==> config.mk <==
export PLATFORM = sky130hd
export DESIGN_NAME = wdf_stimulus_generator
export DESIGN_NICKNAME = d
export VERILOG_FILES = /design/src/rtl/wdf_stimulus_generator.sv
export SDC_FILE = /design/constraint.sdc
export NUM_CORES = 1
export LEC_CHECK = 0
export ABC_AREA = 1
export BUFFER_PORTS_ARGS = -buffer_cell sky130_fd_sc_hd__buf_4
export CAP_MARGIN = 10
export CORE_MARGIN = 5
export CORE_UTILIZATION = 45
export DETAILED_ROUTE_END_ITERATION = 7
export SKIP_CTS_REPAIR_TIMING = 1
export SYNTH_ARGS = -nofsm -noshare
export SYNTH_HDL_FRONTEND = slang
export SYNTH_SLANG_ARGS = --single-unit
==> constraint.sdc <==
create_clock -name clk -period 4.7 [get_ports clk]
set_input_delay 0.47 -clock clk [delete_from_list [all_inputs] [get_ports clk]]
set_output_delay 0.47 -clock clk [all_outputs]
set_load 0.05 [all_outputs]
==> src/rtl/wdf_stimulus_generator.sv <==
// rtl/wdf_stimulus_generator.sv - multi-channel, mode-selectable sample stream generator for WDF cores
module wdf_stimulus_generator #(
    parameter int DATA_WIDTH   = 16,
    parameter int NUM_CHANNELS = 2,
    parameter int SAMPLE_DIV   = 2,
    parameter int CNT_WIDTH    = 22,
    parameter int TIMEOUT      = 1024
) (
    input  logic                               clk,
    input  logic                               reset_n,
    input  logic                               start,
    input  logic                               abort,
    input  logic [3*NUM_CHANNELS-1:0]          mode,
    input  logic [DATA_WIDTH*NUM_CHANNELS-1:0] amplitude,
    input  logic [CNT_WIDTH-1:0]               period,
    input  logic [CNT_WIDTH-1:0]               num_samples,
    output logic [DATA_WIDTH*NUM_CHANNELS-1:0] out_data,
    output logic                               out_valid,
    input  logic                               out_ready,
    output logic [CNT_WIDTH-1:0]               sample_index,
    output logic                               busy,
    output logic                               done,
    output logic                               timeout_err
);
    localparam int          STALL_W   = $clog2(TIMEOUT + 1);
    localparam int          DIV_W     = $clog2(SAMPLE_DIV + 1);
    localparam logic [31:0] LFSR_POLY = 32'h8020_0003;
    localparam logic [31:0] LFSR_SEED = 32'h0000_0001;

    typedef enum logic [1:0] {S_IDLE, S_RUN, S_DONE} state_t;
    state_t state, state_next;

    logic [3*NUM_CHANNELS-1:0]          cfg_mode;
    logic [DATA_WIDTH*NUM_CHANNELS-1:0] cfg_amp;
    logic [CNT_WIDTH-1:0]               cfg_period;
    logic [CNT_WIDTH-1:0]               cfg_num;
    logic [CNT_WIDTH-1:0]               phase;
    logic [DATA_WIDTH-1:0]              ramp_acc [NUM_CHANNELS];
    logic [31:0]                        lfsr;
    logic [STALL_W-1:0]                 stall_cnt;
    logic [DIV_W-1:0]                   div_cnt;

    logic start_ok, transfer, stalled, timeout_hit, last_xfer, phase_wrap;

    // abort outranks everything, including a simultaneous handshake
    assign start_ok    = (state == S_IDLE) && start && !abort;
    assign transfer    = (state == S_RUN) && out_valid && out_ready && !abort;
    assign stalled     = (state == S_RUN) && out_valid && !out_ready && !abort;
    assign timeout_hit = stalled && (stall_cnt == STALL_W'(TIMEOUT - 1));
    assign last_xfer   = transfer && (sample_index == cfg_num - CNT_WIDTH'(1));
    assign phase_wrap  = (cfg_period < CNT_WIDTH'(2)) || (phase + CNT_WIDTH'(1) == cfg_period);

    assign busy = (state == S_RUN);
    assign done = (state == S_DONE);

    always_ff @(posedge clk or negedge reset_n) begin
        if (!reset_n) begin
            state <= S_IDLE;
        end else begin
            state <= state_next;
        end
    end

    always_comb begin
        state_next = state;
        case (state)
            S_IDLE: begin
                if (start_ok) begin
                    state_next = (num_samples == '0) ? S_DONE : S_RUN;
                end
            end
            S_RUN: begin
                if (abort || timeout_hit) begin
                    state_next = S_IDLE;
                end else if (last_xfer) begin
                    state_next = S_DONE;
                end
            end
            S_DONE:  state_next = S_IDLE;
            default: state_next = S_IDLE;
        endcase
    end

    always_ff @(posedge clk or negedge reset_n) begin
        if (!reset_n) begin
            cfg_mode     <= '0;
            cfg_amp      <= '0;
            cfg_period   <= '0;
            cfg_num      <= '0;
            phase        <= '0;
            lfsr         <= LFSR_SEED;
            stall_cnt    <= '0;
            div_cnt      <= '0;
            out_valid    <= 1'b0;
            sample_index <= '0;
            timeout_err  <= 1'b0;
            for (int c = 0; c < NUM_CHANNELS; c++) begin
                ramp_acc[c] <= '0;
            end
        end else if (start_ok) begin
            cfg_mode     <= mode;
            cfg_amp      <= amplitude;
            cfg_period   <= period;
            cfg_num      <= num_samples;
            phase        <= '0;
            stall_cnt    <= '0;
            div_cnt      <= '0;
            sample_index <= '0;
            timeout_err  <= 1'b0;
            out_valid    <= (num_samples != '0);
            for (int c = 0; c < NUM_CHANNELS; c++) begin
                ramp_acc[c] <= '0;
            end
        end else if (state == S_RUN) begin
            if (abort) begin
                out_valid <= 1'b0;
            end else if (timeout_hit) begin
                out_valid   <= 1'b0;
                timeout_err <= 1'b1;
            end else if (transfer) begin
                sample_index <= sample_index + CNT_WIDTH'(1);
                phase        <= phase_wrap ? '0 : phase + CNT_WIDTH'(1);
                lfsr         <= {1'b0, lfsr[31:1]} ^ (lfsr[0] ? LFSR_POLY : 32'h0);
                stall_cnt    <= '0;
                for (int c = 0; c < NUM_CHANNELS; c++) begin
                    ramp_acc[c] <= phase_wrap ? '0
                                 : ramp_acc[c] + cfg_amp[c*DATA_WIDTH +: DATA_WIDTH];
                end
                if (last_xfer) begin
                    out_valid <= 1'b0;
                end else if (SAMPLE_DIV > 1) begin
                    out_valid <= 1'b0;
                    div_cnt   <= DIV_W'(SAMPLE_DIV - 1);
                end
            end else if (stalled) begin
                stall_cnt <= stall_cnt + STALL_W'(1);
            end else if (!out_valid && (div_cnt != '0)) begin
                // gap after a transfer; the last gap cycle re-presents the next sample
                div_cnt <= div_cnt - DIV_W'(1);
                if (div_cnt == DIV_W'(1)) begin
                    out_valid <= 1'b1;
                end
            end
        end
    end

    logic [DATA_WIDTH-1:0] ch_amp;
    logic [DATA_WIDTH-1:0] ch_val;
    logic [2:0]            ch_mode;

    always_comb begin
        out_data = '0;
        ch_amp   = '0;
        ch_val   = '0;
        ch_mode  = '0;
        for (int c = 0; c < NUM_CHANNELS; c++) begin
            ch_amp  = cfg_amp[c*DATA_WIDTH +: DATA_WIDTH];
            ch_mode = cfg_mode[3*c +: 3];
            case (ch_mode)
                3'd1:    ch_val = (sample_index == '0) ? ch_amp : '0;
                3'd2:    ch_val = ch_amp;
                3'd3:    ch_val = ((cfg_period < CNT_WIDTH'(2)) || (phase < (cfg_period >> 1)))
                                  ? ch_amp : -ch_amp;
                3'd4:    ch_val = ramp_acc[c];
                3'd5:    ch_val = lfsr[31 -: DATA_WIDTH];
                default: ch_val = '0;
            endcase
            if (out_valid) begin
                out_data[c*DATA_WIDTH +: DATA_WIDTH] = ch_val;
            end
        end
    end
endmodule

==> metrics.md <==
| Metric | Value |
|---|---|
| Outcome | complete, no violations |
| Max Cap Violations | 0 |
| Worst Skew | around 0.015 ns |
| Initial antenna violation count | 1 |
| Layout area overhead | 16.2% |
| Slew headroom | 17.2% |
| Layout cells sized above 1 | 10.3% |
| Sequential fraction of the synthesis area | 35.8% |
| Cell taking the most area after synthesis | dfrtp_1 |
| Post-synth EDFFs | 0 |
| Gpl congestion | 0.924 |
| Synth async-reset ratio | 100% |
| Worst path arrival time | 3.60 ns |
| Top post-synthesis cells by count | nand2_1 (585), inv_1 (252), nand3_1 (245), dfrtp_1 (206), o21ai_0 (159) |
| DIE AREA | between 0.03 and 0.04 mm2 |
| Clock Sinks | 207 |
| Synth Area per Inst | 6.85 um2 |
| Synthesized area | 0.0145 mm2 |
| Port Buffers | between 100 and 150 |
| ANT nets after route | 0 |
| Vias in the first global route | roughly 14000 |
| M3 GR Usage | 3.56% |
| Worst EP required | approximately 4.2 ns |
| Synth area leaders | dfrtp_1 (36%), nand2_1 (15%), nand3_1 (8.5%), inv_1 (6.5%), o21ai_0 (5.5%) |
| H-tree level count | 1 |
| M1 GR Usage | 34.6% |
| Busiest layer in global routing | met2 |
| TNS Setup | 0 ns |
| Post-DR vias/cell | around 5.5 |
| Peak VDD IR | 0.289 mV |
| I/O pin cnt | 145 |
| Placed inst area | 0.0159 mm2 |
| Final Critical Period | 4.07 ns |
| CTS tree | yes |
| Cell variety after synth | 43 |
| RSZ-0062 raised after global routing | no |
| Worst Hold Class | in2reg |
| Avg WL per Cell | 17.2 um |
| Count leader, synth | nand2_1 |
| Syn nets | 2261 |
| Tcrit/Tclk final | 86.6% |
| Critical path endpoint | out_data[18] |
| Max frequency | roughly 250 MHz |
| Die H | 189 um |
| Reg2reg start | phase[0]$_DFFE_PN0P_ |
| DRC | 0 |
| Reg2Reg Setup Slack | about 1.4 ns |
| Via count | 14500 |
| Diode count | 0 |
| Num CTS Buffers | 26 |
| Final Max Slew Viols | 0 |
| Pin count of the biggest net entering global routing | 132 |
| Hold path start | amplitude[14] |
| Initial DRC Count | 930 |
| Setup-failing EPs final | 0 |
| Fin. Hold Viols | 0 |
| Final WL | 45.7 mm |
| Synth warnings | 0 |
| Gate Count Post-Synth | 2113 |
| R2r endpoint | ramp_acc[31]$_DFFE_PN0P_ |
| Total gr overflow | 0 |
| Die Wd | 189 um |
| Crit. End Element | primary output |
| Clock Pin Slew Worst Setup and Hold Paths | 0.06 ns |
| Drt first pass iters | 7 |
| Gr usage total | between 20 and 25% |
| NumNets Final | 2378 |
| Clock Tree Buf Depth | 3 |
| Reg2Reg Depth | 11 |
| Critical path origin | cfg_period[21]$_DFFE_PN0P_ |
| Setup crit start kind | register |
| Root Buffer | clkbuf_16 |
| Initial Util | 45.7% |
| Power per standard cell area | 429 mW/mm2 |
| Worst-Skew Late Latency | 0.54 ns |
| Synth top area share | 35.6% |
| #FFs+latches synth | 207 |
| Worst-margin pin slew | 1.23 ns |
| Grt met2 use | 40.6% |
| Post-layout instance area | approximately 0.017 mm2 |
| Core Region | 0.0316 mm2 |
| Hold depth | 3 |
| Top_reg_cell synth | dfrtp_1 |
| Crit Path Category | reg2out |
| CP max FO | 17 |
| Detail Placement HPWL | between 30 and 40 mm |
| Rows | 65 |
| First-pass GRT wire length | 73.4 mm |
| Leakage power | around 8.4 nW |
## layout make-up
cell class | count | area, um2
fillers | 3196 | 14800
multi-input cells | 1582 | 8030
flip-flops and latches | 207 | 5180
repair buffers | 157 | 1200
inverters | 256 | 963
clock buffers | 35 | 754
well taps | 402 | 503
clock inverters | 12 | 179
## layout by cell type, fill, tap and decap left out, types with 5 or more instances in the layout
| cell type | n |
|---|---|
| o21ai_0 | 159 |
| nor4_1 | 12 |
| nor2_1 | 149 |
| inv_1 | 251 |
| o22ai_1 | 16 |
| nand2_1 | 585 |
| dfrtp_1 | 206 |
| nor3_1 | 28 |
| a21oi_1 | 134 |
| nand3b_1 | 12 |
| ha_1 | 59 |
| xor2_1 | 61 |
| nand3_1 | 244 |
| xnor2_1 | 19 |
| o21ai_1 | 5 |
| nor2_2 | 11 |
| nand4_1 | 44 |
| buf_4 | 153 |
| clkbuf_16 | 26 |
| clkbuf_8 | 7 |
## registers in the layout (all words and copies together) (netlist names)
name          count
cfg_amp          32
lfsr             32
ramp_acc         32
cfg_num          22
cfg_period       22
phase            22
sample_index     22
stall_cnt        11
cfg_mode          6
div_cnt           2
state             2
out_valid         1
timeout_err       1
## logic make-up after synthesis
logic type	Yosys count	synth area share, %
simple gates	1099	32.7
compound gates	341	12.5
buf+inv	324	8.72
flops	207	35.8
xor+xnor	81	5.00
fa+ha+maj	61	5.38
## metal layers
metal | vias to the layer above | share of wire, % | routed length, um
li1 | 7172 | - | -
met5 | - | 0 | 0
met1 | 6828 | 46 | 20900
met4 | 0 | 2.7 | 1250
met3 | 76 | 6.0 | 2760
met2 | 470 | 46 | 20800
## worst max-delay path, stage by stage, from the launching register on
cell and delay (ns):
dfrtp_1 0.36, inv_1 0.11, ha_1 0.29, inv_1 0.04, nor2_1 0.09, nand3_1 0.11
or2_2 0.33, nor2_1 0.11, nand2_1 0.07, nand3_1 0.13, nand2_1 0.45, buf_4 0.40
nand2_1 0.08, nand3_1 0.07, a21oi_1 0.18, buf_4 0.22
## per-stage QoR
stage          std cells  setup WS [ns]  total power (W)  util (%)  hold WS, ns
4_1_cts             2649          0.622          0.00724      53.1      -0.0899
3_3_place_gp        2602           1.30          0.00501      50.1        0.459
3_5_place_dp        2602           1.20          0.00504      50.1        0.464
6_report            2651          0.630          0.00721      53.2        0.130
2_1_floorplan       2113           1.54          0.00426         -        0.174
5_1_grt             2651          0.350          0.00769      53.2        0.132
## report_power, final
part	switching, W	internal (W)
registers	0.000385	0.00213
logic	0.00168	0.000862
clock network	0.000817	0.00134
total	0.00288	0.00433
## worst min-delay path by stage
| stage | end |
|---|---|
| floorplan | cfg_amp[0]$_DFFE_PN0P_ |
| global placement | div_cnt[1]$_DFFE_PN0P_ |
| detailed placement | lfsr[2]$_DFFE_PN0P_ |
| CTS | cfg_num[5]$_DFFE_PN0P_ |
| global route | cfg_period[9]$_DFFE_PN0P_ |
| finish | cfg_amp[14]$_DFFE_PN0P_ |
Power figures use the tool's default switching activity.
